--- src/rtl/dmem_arbiter.sv ---
// dmem_arbiter: shares the single-ported data memory between the pipeline
// MEM stage (CPU port) and a debug/loader port (DBG port).
//   - CPU has fixed priority; a starvation counter forces a DBG win after
//     STARVE_LIMIT consecutive lost DBG arbitration cycles.
//   - Winner is registered into a one-deep issue stage that drives the memory.
//   - Read data is captured at the end of the issue cycle and returned to the
//     owning port with a one-cycle rvalid pulse.
// Ports:
//   clk, reset (async, active-low)
//   cpu_req/we/addr/wdata -> cpu_stall (comb), cpu_rdata, cpu_rvalid
//   dbg_req/we/addr/wdata -> dbg_gnt (comb), dbg_rdata, dbg_rvalid
//   err        : misaligned access issued this cycle
//   mem_addr/mem_wdata/mem_read/mem_write -> memory, mem_rdata <- memory
module dmem_arbiter #(
  parameter int unsigned ADDR_W       = 32,
  parameter int unsigned DATA_W       = 32,
  parameter int unsigned STARVE_LIMIT = 4
) (
  input  logic              clk,
  input  logic              reset,
  input  logic              cpu_req,
  input  logic              cpu_we,
  input  logic [ADDR_W-1:0] cpu_addr,
  input  logic [DATA_W-1:0] cpu_wdata,
  output logic              cpu_stall,
  output logic [DATA_W-1:0] cpu_rdata,
  output logic              cpu_rvalid,
  input  logic              dbg_req,
  input  logic              dbg_we,
  input  logic [ADDR_W-1:0] dbg_addr,
  input  logic [DATA_W-1:0] dbg_wdata,
  output logic              dbg_gnt,
  output logic [DATA_W-1:0] dbg_rdata,
  output logic              dbg_rvalid,
  output logic              err,
  output logic [ADDR_W-1:0] mem_addr,
  output logic [DATA_W-1:0] mem_wdata,
  output logic              mem_read,
  output logic              mem_write,
  input  logic [DATA_W-1:0] mem_rdata
);

  localparam int unsigned       CNT_W = 4;
  localparam logic [CNT_W-1:0]  LIMIT = CNT_W'(STARVE_LIMIT);

  typedef enum logic [1:0] {
    IDLE    = 2'd0,
    ISS_CPU = 2'd1,
    ISS_DBG = 2'd2
  } state_e;

  state_e              state_q, state_d;
  logic [CNT_W-1:0]    starve_q, starve_d;
  logic                we_q, we_d;
  logic [ADDR_W-1:0]   mem_addr_q, mem_addr_d;
  logic [DATA_W-1:0]   mem_wdata_q, mem_wdata_d;
  logic                mem_read_q, mem_read_d;
  logic                mem_write_q, mem_write_d;
  logic                err_q, err_d;
  logic [DATA_W-1:0]   cpu_rdata_q, cpu_rdata_d;
  logic                cpu_rvalid_q, cpu_rvalid_d;
  logic [DATA_W-1:0]   dbg_rdata_q, dbg_rdata_d;
  logic                dbg_rvalid_q, dbg_rvalid_d;

  logic                force_dbg;
  logic                cpu_win;
  logic                dbg_win;
  logic                win_we;
  logic [ADDR_W-1:0]   win_addr;
  logic [DATA_W-1:0]   win_wdata;
  logic                win_mis;
  logic                rd_issued;
  logic [DATA_W-1:0]   rdata_cap;

  // Arbitration, next-state and issue/return logic
  always_comb begin
    state_d      = IDLE;
    starve_d     = '0;
    we_d         = we_q;
    mem_addr_d   = mem_addr_q;
    mem_wdata_d  = mem_wdata_q;
    mem_read_d   = 1'b0;
    mem_write_d  = 1'b0;
    err_d        = 1'b0;
    cpu_rdata_d  = cpu_rdata_q;
    cpu_rvalid_d = 1'b0;
    dbg_rdata_d  = dbg_rdata_q;
    dbg_rvalid_d = 1'b0;
    win_we       = 1'b0;
    win_addr     = '0;
    win_wdata    = '0;

    force_dbg = (starve_q == LIMIT);
    dbg_win   = dbg_req & (~cpu_req | force_dbg);
    cpu_win   = cpu_req & ~dbg_win;

    // Handshakes are masked while reset is low so nothing looks accepted
    cpu_stall = cpu_req & ~(cpu_win & reset);
    dbg_gnt   = dbg_win & reset;

    // Count consecutive lost DBG cycles, saturating at the limit
    if (dbg_req && !dbg_win) begin
      starve_d = force_dbg ? starve_q : starve_q + CNT_W'(1);
    end

    if (dbg_win) begin
      win_we    = dbg_we;
      win_addr  = dbg_addr;
      win_wdata = dbg_wdata;
      state_d   = ISS_DBG;
    end else if (cpu_win) begin
      win_we    = cpu_we;
      win_addr  = cpu_addr;
      win_wdata = cpu_wdata;
      state_d   = ISS_CPU;
    end
    win_mis = (win_addr[1:0] != 2'b00);

    // Load the issue stage from the winner; misaligned accesses get no strobe
    if (cpu_win || dbg_win) begin
      we_d        = win_we;
      mem_addr_d  = {2'b00, win_addr[ADDR_W-1:2]};
      mem_wdata_d = win_wdata;
      mem_read_d  = ~win_we & ~win_mis;
      mem_write_d = win_we & ~win_mis;
      err_d       = win_mis;
    end

    // Capture read data at the end of a read issue cycle (zero if misaligned)
    rd_issued = (state_q != IDLE) & ~we_q;
    rdata_cap = err_q ? '0 : mem_rdata;
    if (rd_issued && state_q == ISS_CPU) begin
      cpu_rvalid_d = 1'b1;
      cpu_rdata_d  = rdata_cap;
    end
    if (rd_issued && state_q == ISS_DBG) begin
      dbg_rvalid_d = 1'b1;
      dbg_rdata_d  = rdata_cap;
    end
  end

  // State and output registers
  always_ff @(posedge clk or negedge reset) begin
    if (!reset) begin
      state_q      <= IDLE;
      starve_q     <= '0;
      we_q         <= 1'b0;
      mem_addr_q   <= '0;
      mem_wdata_q  <= '0;
      mem_read_q   <= 1'b0;
      mem_write_q  <= 1'b0;
      err_q        <= 1'b0;
      cpu_rdata_q  <= '0;
      cpu_rvalid_q <= 1'b0;
      dbg_rdata_q  <= '0;
      dbg_rvalid_q <= 1'b0;
    end else begin
      state_q      <= state_d;
      starve_q     <= starve_d;
      we_q         <= we_d;
      mem_addr_q   <= mem_addr_d;
      mem_wdata_q  <= mem_wdata_d;
      mem_read_q   <= mem_read_d;
      mem_write_q  <= mem_write_d;
      err_q        <= err_d;
      cpu_rdata_q  <= cpu_rdata_d;
      cpu_rvalid_q <= cpu_rvalid_d;
      dbg_rdata_q  <= dbg_rdata_d;
      dbg_rvalid_q <= dbg_rvalid_d;
    end
  end

  assign mem_addr   = mem_addr_q;
  assign mem_wdata  = mem_wdata_q;
  assign mem_read   = mem_read_q;
  assign mem_write  = mem_write_q;
  assign err        = err_q;
  assign cpu_rdata  = cpu_rdata_q;
  assign cpu_rvalid = cpu_rvalid_q;
  assign dbg_rdata  = dbg_rdata_q;
  assign dbg_rvalid = dbg_rvalid_q;

endmodule

--- config.mk ---
export PLATFORM = sky130hd
export DESIGN_NAME = dmem_arbiter
export DESIGN_NICKNAME = d
export VERILOG_FILES = /design/src/rtl/dmem_arbiter.sv
export SDC_FILE = /design/constraint.sdc
export NUM_CORES = 1
export LEC_CHECK = 0
export ABC_CLOCK_PERIOD_IN_PS = 2600
export BUFFER_PORTS_ARGS = -buffer_cell sky130_fd_sc_hd__buf_2
export CAP_MARGIN = 20
export CORE_AREA = 2 2 116 118
export CTS_CLUSTER_DIAMETER = 80
export DETAILED_ROUTE_END_ITERATION = 8
export DIE_AREA = 0 0 118 120
export PLACE_DENSITY_LB_ADDON = 0.3
export RECOVER_POWER = 25
export REMOVE_ABC_BUFFERS = 1
export SLEW_MARGIN = 20
export SYNTH_ARGS = -nofsm -noshare
export SYNTH_HDL_FRONTEND = slang
export SYNTH_SLANG_ARGS = --single-unit
--- constraint.sdc ---
create_clock -name clk -period 2.6 [get_ports clk]
set_input_delay 0.39 -clock clk [delete_from_list [all_inputs] [get_ports clk]]
set_output_delay 0.39 -clock clk [all_outputs]
set_load 0.1 [all_outputs]
## After elaboration in Yosys (flattened, before gate mapping)

Cells that the tools add are included.

- Latch bits: 0
- Memory bits (read-only): 0
- Word-level logic and storage cells: 55
- Input port bits: 166
- Flip-flop bits (word level): 138
- Memories kept: 0
- RAM bits: 0

- Shifts and indexed selects: 0
- Eq/ne operators: 4
- Multipliers: 0
- Mux-type cells: 16
- $lt $le $gt $ge: 0
- Add/sub/neg operators: 1
- Reduce and logical (&&, ||, !) cells: 7
- Div/mod/pow operators: 0
- Bitwise logic cells: 15

Operators with widths:

| operator | number |
|---|---|
| two-way mux 32 bit | 5 |
| bitwise AND 1 bit | 8 |
| two-way mux 1 bit | 8 |
| two-way mux 4 bit | 2 |
| inverter 1 bit | 6 |
| adder 4 x 1 -> 4 bit, second input constant | 1 |
| == test 4 x 3 -> 1 bit, second input constant | 1 |
| nonzero test 2 bit | 2 |
| logical AND 1 bit | 3 |
| == test 2 x 1 -> 1 bit, second input constant | 1 |
| == test 2 bit, second input constant | 1 |
| two-way mux 2 bit | 1 |
| != test 2 bit, second input constant | 1 |
| zero test 1 bit | 1 |
| logical OR 1 bit | 1 |
| bitwise OR 1 bit | 1 |

## Logic depth before layout (Yosys ltp)

- Depth after elaboration: 11
- Mapped depth: 8
- Mapped depth without buffers: 6

## Least setup slack after synthesis

No wires, ideal clock.

- Path kind: register -> output
- Start point: register starve_q[0]
- End point: output cpu_stall
- Setup slack: -1027 ps
- Required time: 2210 ps
- Buffers on the path: 2
- Stages on the path, launching flop included: 7
- Arrival: 3237 ps
- Cells stage by stage: dfrtp_1 > inv_1 > ha_1 > nand4b_1 > buf_2 > buf_2 > a21boi_0

- Word-level cells in the longest chain between the ends: 8

Ends and longest elaborated chain:

| element | line | text |
|---|---|---|
| start: declaration | 53 | `logic [CNT_W-1:0] starve_q, starve_d;` |
| start signal: assignment | 159 | `starve_q <= starve_d;` |
| == test 4 x 3 -> 1 bit | 93 | `force_dbg = (starve_q == LIMIT);` |
| bitwise OR 1 bit | 94 | `dbg_win = dbg_req & (~cpu_req \| force_dbg);` |
| bitwise AND 1 bit | 94 |  |
| inverter 1 bit | 95 | `cpu_win = cpu_req & ~dbg_win;` |
| bitwise AND 1 bit | 95 |  |
| bitwise AND 1 bit | 98 | `cpu_stall = cpu_req & ~(cpu_win & reset);` |
| inverter 1 bit | 98 |  |
| bitwise AND 1 bit | 98 |  |
| end: declaration | 25 | `output logic cpu_stall,` |

Every way passes these cells.

## Worst setup path in the final report

Same ends and word-level chain as after synthesis.

==> metrics.md <==
| Metric | Value |
|---|---|
| Main synth FF type | `dfrtp_1` |
| Sequential cell area fraction in the yosys report | `0.5421` |
| Worst r2r src | `we_q$_DFFE_PN0P_` |
| CTS root buf | `clkbuf_16` |
| Drt via density | `5.100` |
| Vias in the first global route | `5506` |
| Total CTS buffers | `17` |
| Synth area leader | `dfrtp_1` |
| R2R cell count | `4` |
| Largest net degree at the start of global routing | `101` |
| Max Slew Vio Count | `0` |
| First-pass GRT wire length | `27.77 mm` |
| Cell with the most instances after synthesis | `dfrtp_1` |
| Top cell type's share of synthesized area | `0.5421` |
| H-tree Lvls | `4` |
| NumNets Final | `1083` |
| CTS tree | `built` |
| Die Wd | `118 um` |
| Area of placed instances | `7971 um^2` |
| CP max FO | `4` |
| R2R setup slack | `0.58 ns` |
| Status | `completed` |
| Starting DRT DRC Count | `364` |
| Die Y | `120 um` |
| Max cap viols | `0` |
| Number of synthesized flops with an enable pin | `0` |
| Max Clock Skew | `0.008338 ns` |
| Syn_area_per_cell | `10.08 um^2` |
| Row cnt | `42` |
| DRC viols | `0` |
| Hold buffer count at cts | `1` |
| Top Ports | `301` |
| Hold Crit Class | `in -> reg` |
| RD Place Congestion | `0.7798` |
| Core ar. | `12980 um^2` |
| RSZ-0062 raised after global routing | `false` |
| DR WL/cell | `15.76 um` |
| VDD IR-drop max | `0.3868 mV` |
| Slew headroom | `0.2348` |
| Setup-failing EPs final | `0` |
| Maximum clock path buffer count | `2` |
| PostCTS Resize Cnt | `0` |
| Area Overhead vs Synth | `34.98%` |
| FF+latch count, synth | `138` |
| CP Data Arrival Time | `1.83 ns` |
| Post-synth cell types | `33` |
| Highest Clock Rate | `0.4509 GHz` |
| Post-synth top cells | `138 x dfrtp_1, 68 x inv_1, 66 x nand2_1` |
| Initial Util | `0.4907` |
| FF-to-FF End | `dbg_rdata[3]$_DFFE_PN0P_` |
| Drt total wl | `17.43 mm` |
| Post-CTS Setup Repair Bufs | `0` |
| Aggregate global-route resource usage | `0.2509` |
| Async SR Flop Fraction | `1.000` |
| Worst Max-Slew Pin Slew | `1.148 ns` |
| Crit path to | `cpu_stall` |
| Hold Fails Final Rpt | `0` |
| WHS | `0.1946 ns` |
| Clock latency on the worst-skew pair | `0.42 ns` |
| Overflow after GRT | `0` |
| Origin of the worst min-delay path | `cpu_wdata[14]` |
| Worst setup startpoint | `starve_q[0]$_DFFE_PN0P_` |
| Worst Setup Path Type | `reg -> out` |
| CP max-delay cell | `dfrtp_1` |
| Post-Syn Area | `6370 um^2` |
| Share of layout cells above drive strength 1 | `0.4407` |
| Clock Pin Slew Worst Setup and Hold Paths | `0.06 ns` |
| Initial antenna violation count | `2` |
| Cell area after layout | `8598 um^2` |
| Data required, critical path | `2.21 ns` |
| CP Capture Type | `output port` |
| Fin crit period | `2.218 ns` |
| Synth Warn # | `0` |
| Antenna-violating nets left | `0` |
| Hpwl dp | `12.37 mm` |
| I/O Buffers | `298` |
| Period utilization | `0.8530` |
| Pwr Density | `1004 nW/um^2` |
| Setup TNS | `0 ns` |
| Via Count | `5641` |
| Synth Instances | `632` |
| CP Cell Sequence | `inv_1, ha_1, nand4b_1, a21boi_0, buf_12` |
| Die ar. | `14160 um^2` |
| Crit start category | `flop` |
| DRT Pass-1 Iters | `4` |
| Top post-synthesis cells by area | `dfrtp_1 54%, mux2_2 11%, o22ai_1 6.2%, a21oi_1 4.9%, inv_1 4.0%` |
| Post-layout util | `0.6624` |
| Leak | `4.424 nW` |
| TritonCTS Sinks | `138` |
| Slowest cell delay on critical path | `0.41 ns` |
area by class of cell:
class / instances / area (um^2)
antenna: 2 / 5.005
multi-input combinational: 379 / 2379
clock inverter: 13 / 188.9
clock buffer: 19 / 452.9
sequential: 138 / 3453
timing repair buffer: 310 / 1640
tap: 176 / 220.2
fill: 1110 / 4382
inverter: 69 / 259.0
report_power, final:
part           switching (mW)  internal [mW]
clock network           0.935           1.66
registers               0.156           2.46
logic                    2.86          0.556
total                    3.95           4.68
flip-flops by register name (all words and copies together) (netlist names), 2 cells and up:
name       flops
mem_wdata     32
starve_q       4
state_q        2
dbg_rdata     32
mem_addr      30
cpu_rdata     32
cells by family after synthesis:
kind of cell	Yosys count	share of synthesized area
other cells	1	0.0005887
compound gates	196	0.1701
xor+xnor	2	0.002750
mux	63	0.1114
buf+inv	116	0.08505
simple gates	114	0.08407
fa+ha+maj	2	0.003928
flops	138	0.5421
stage by stage:
stage | instances | worst slack (ns) | power [mW]
final | 1106 | 0.3821 | 8.630
after global routing | 1104 | 0.2334 | 8.952
after CTS | 1104 | 0.3509 | 8.706
after detailed placement | 1071 | 0.7518 | 6.088
after global placement | 1071 | 0.7776 | 6.054
after floorplan | 586 | -2.474 | 5.374
metal layers:
layer / global-route usage / wire, um / share of wire
met2: 0.4106 / 8288 / 0.48
met4: 0.1152 / 571 / 0.033
met5: 0 / 17 / 0.00098
met1: 0.2944 / 7042 / 0.40
met3: 0.09411 / 1513 / 0.087
placed cells by master, fill, tap and decap left out, types with 3 or more instances in the layout:
master       n
o21ai_0     54
nand2_1     66
nor2_1       7
inv_6        3
inv_1       68
clkbuf_16   17
mux2_2      63
bufinv_16    4
buf_4        7
nand2b_1    32
a21oi_1     63
buf_12       4
dfrtp_1    138
o21ai_1     10
buf_2      295
o22ai_1     63
how the worst min path moves through the flow:
stage / slack, ns / endpoint / depth (start not counted)
after global placement: 0.34 / mem_addr[8]$_DFFE_PN0P_ / 1
after floorplan: 0.09 / cpu_rdata[0]$_DFFE_PN0P_ / 0
final: 0.19 / mem_wdata[14]$_DFFE_PN0P_ / 3
after global routing: 0.19 / mem_addr[6]$_DFFE_PN0P_ / 3
after detailed placement: 0.34 / mem_addr[3]$_DFFE_PN0P_ / 1
after CTS: 0.17 / mem_addr[6]$_DFFE_PN0P_ / 3
critical path, delay by kind of cell, from the launching register on:
kind,cells,cell delay [ns]
fa+ha+maj,1,0.16
compound gates,1,0.37
flops,1,0.41
simple gates,1,0.18
buf+inv,2,0.30
(Power assumes the default switching activity.)
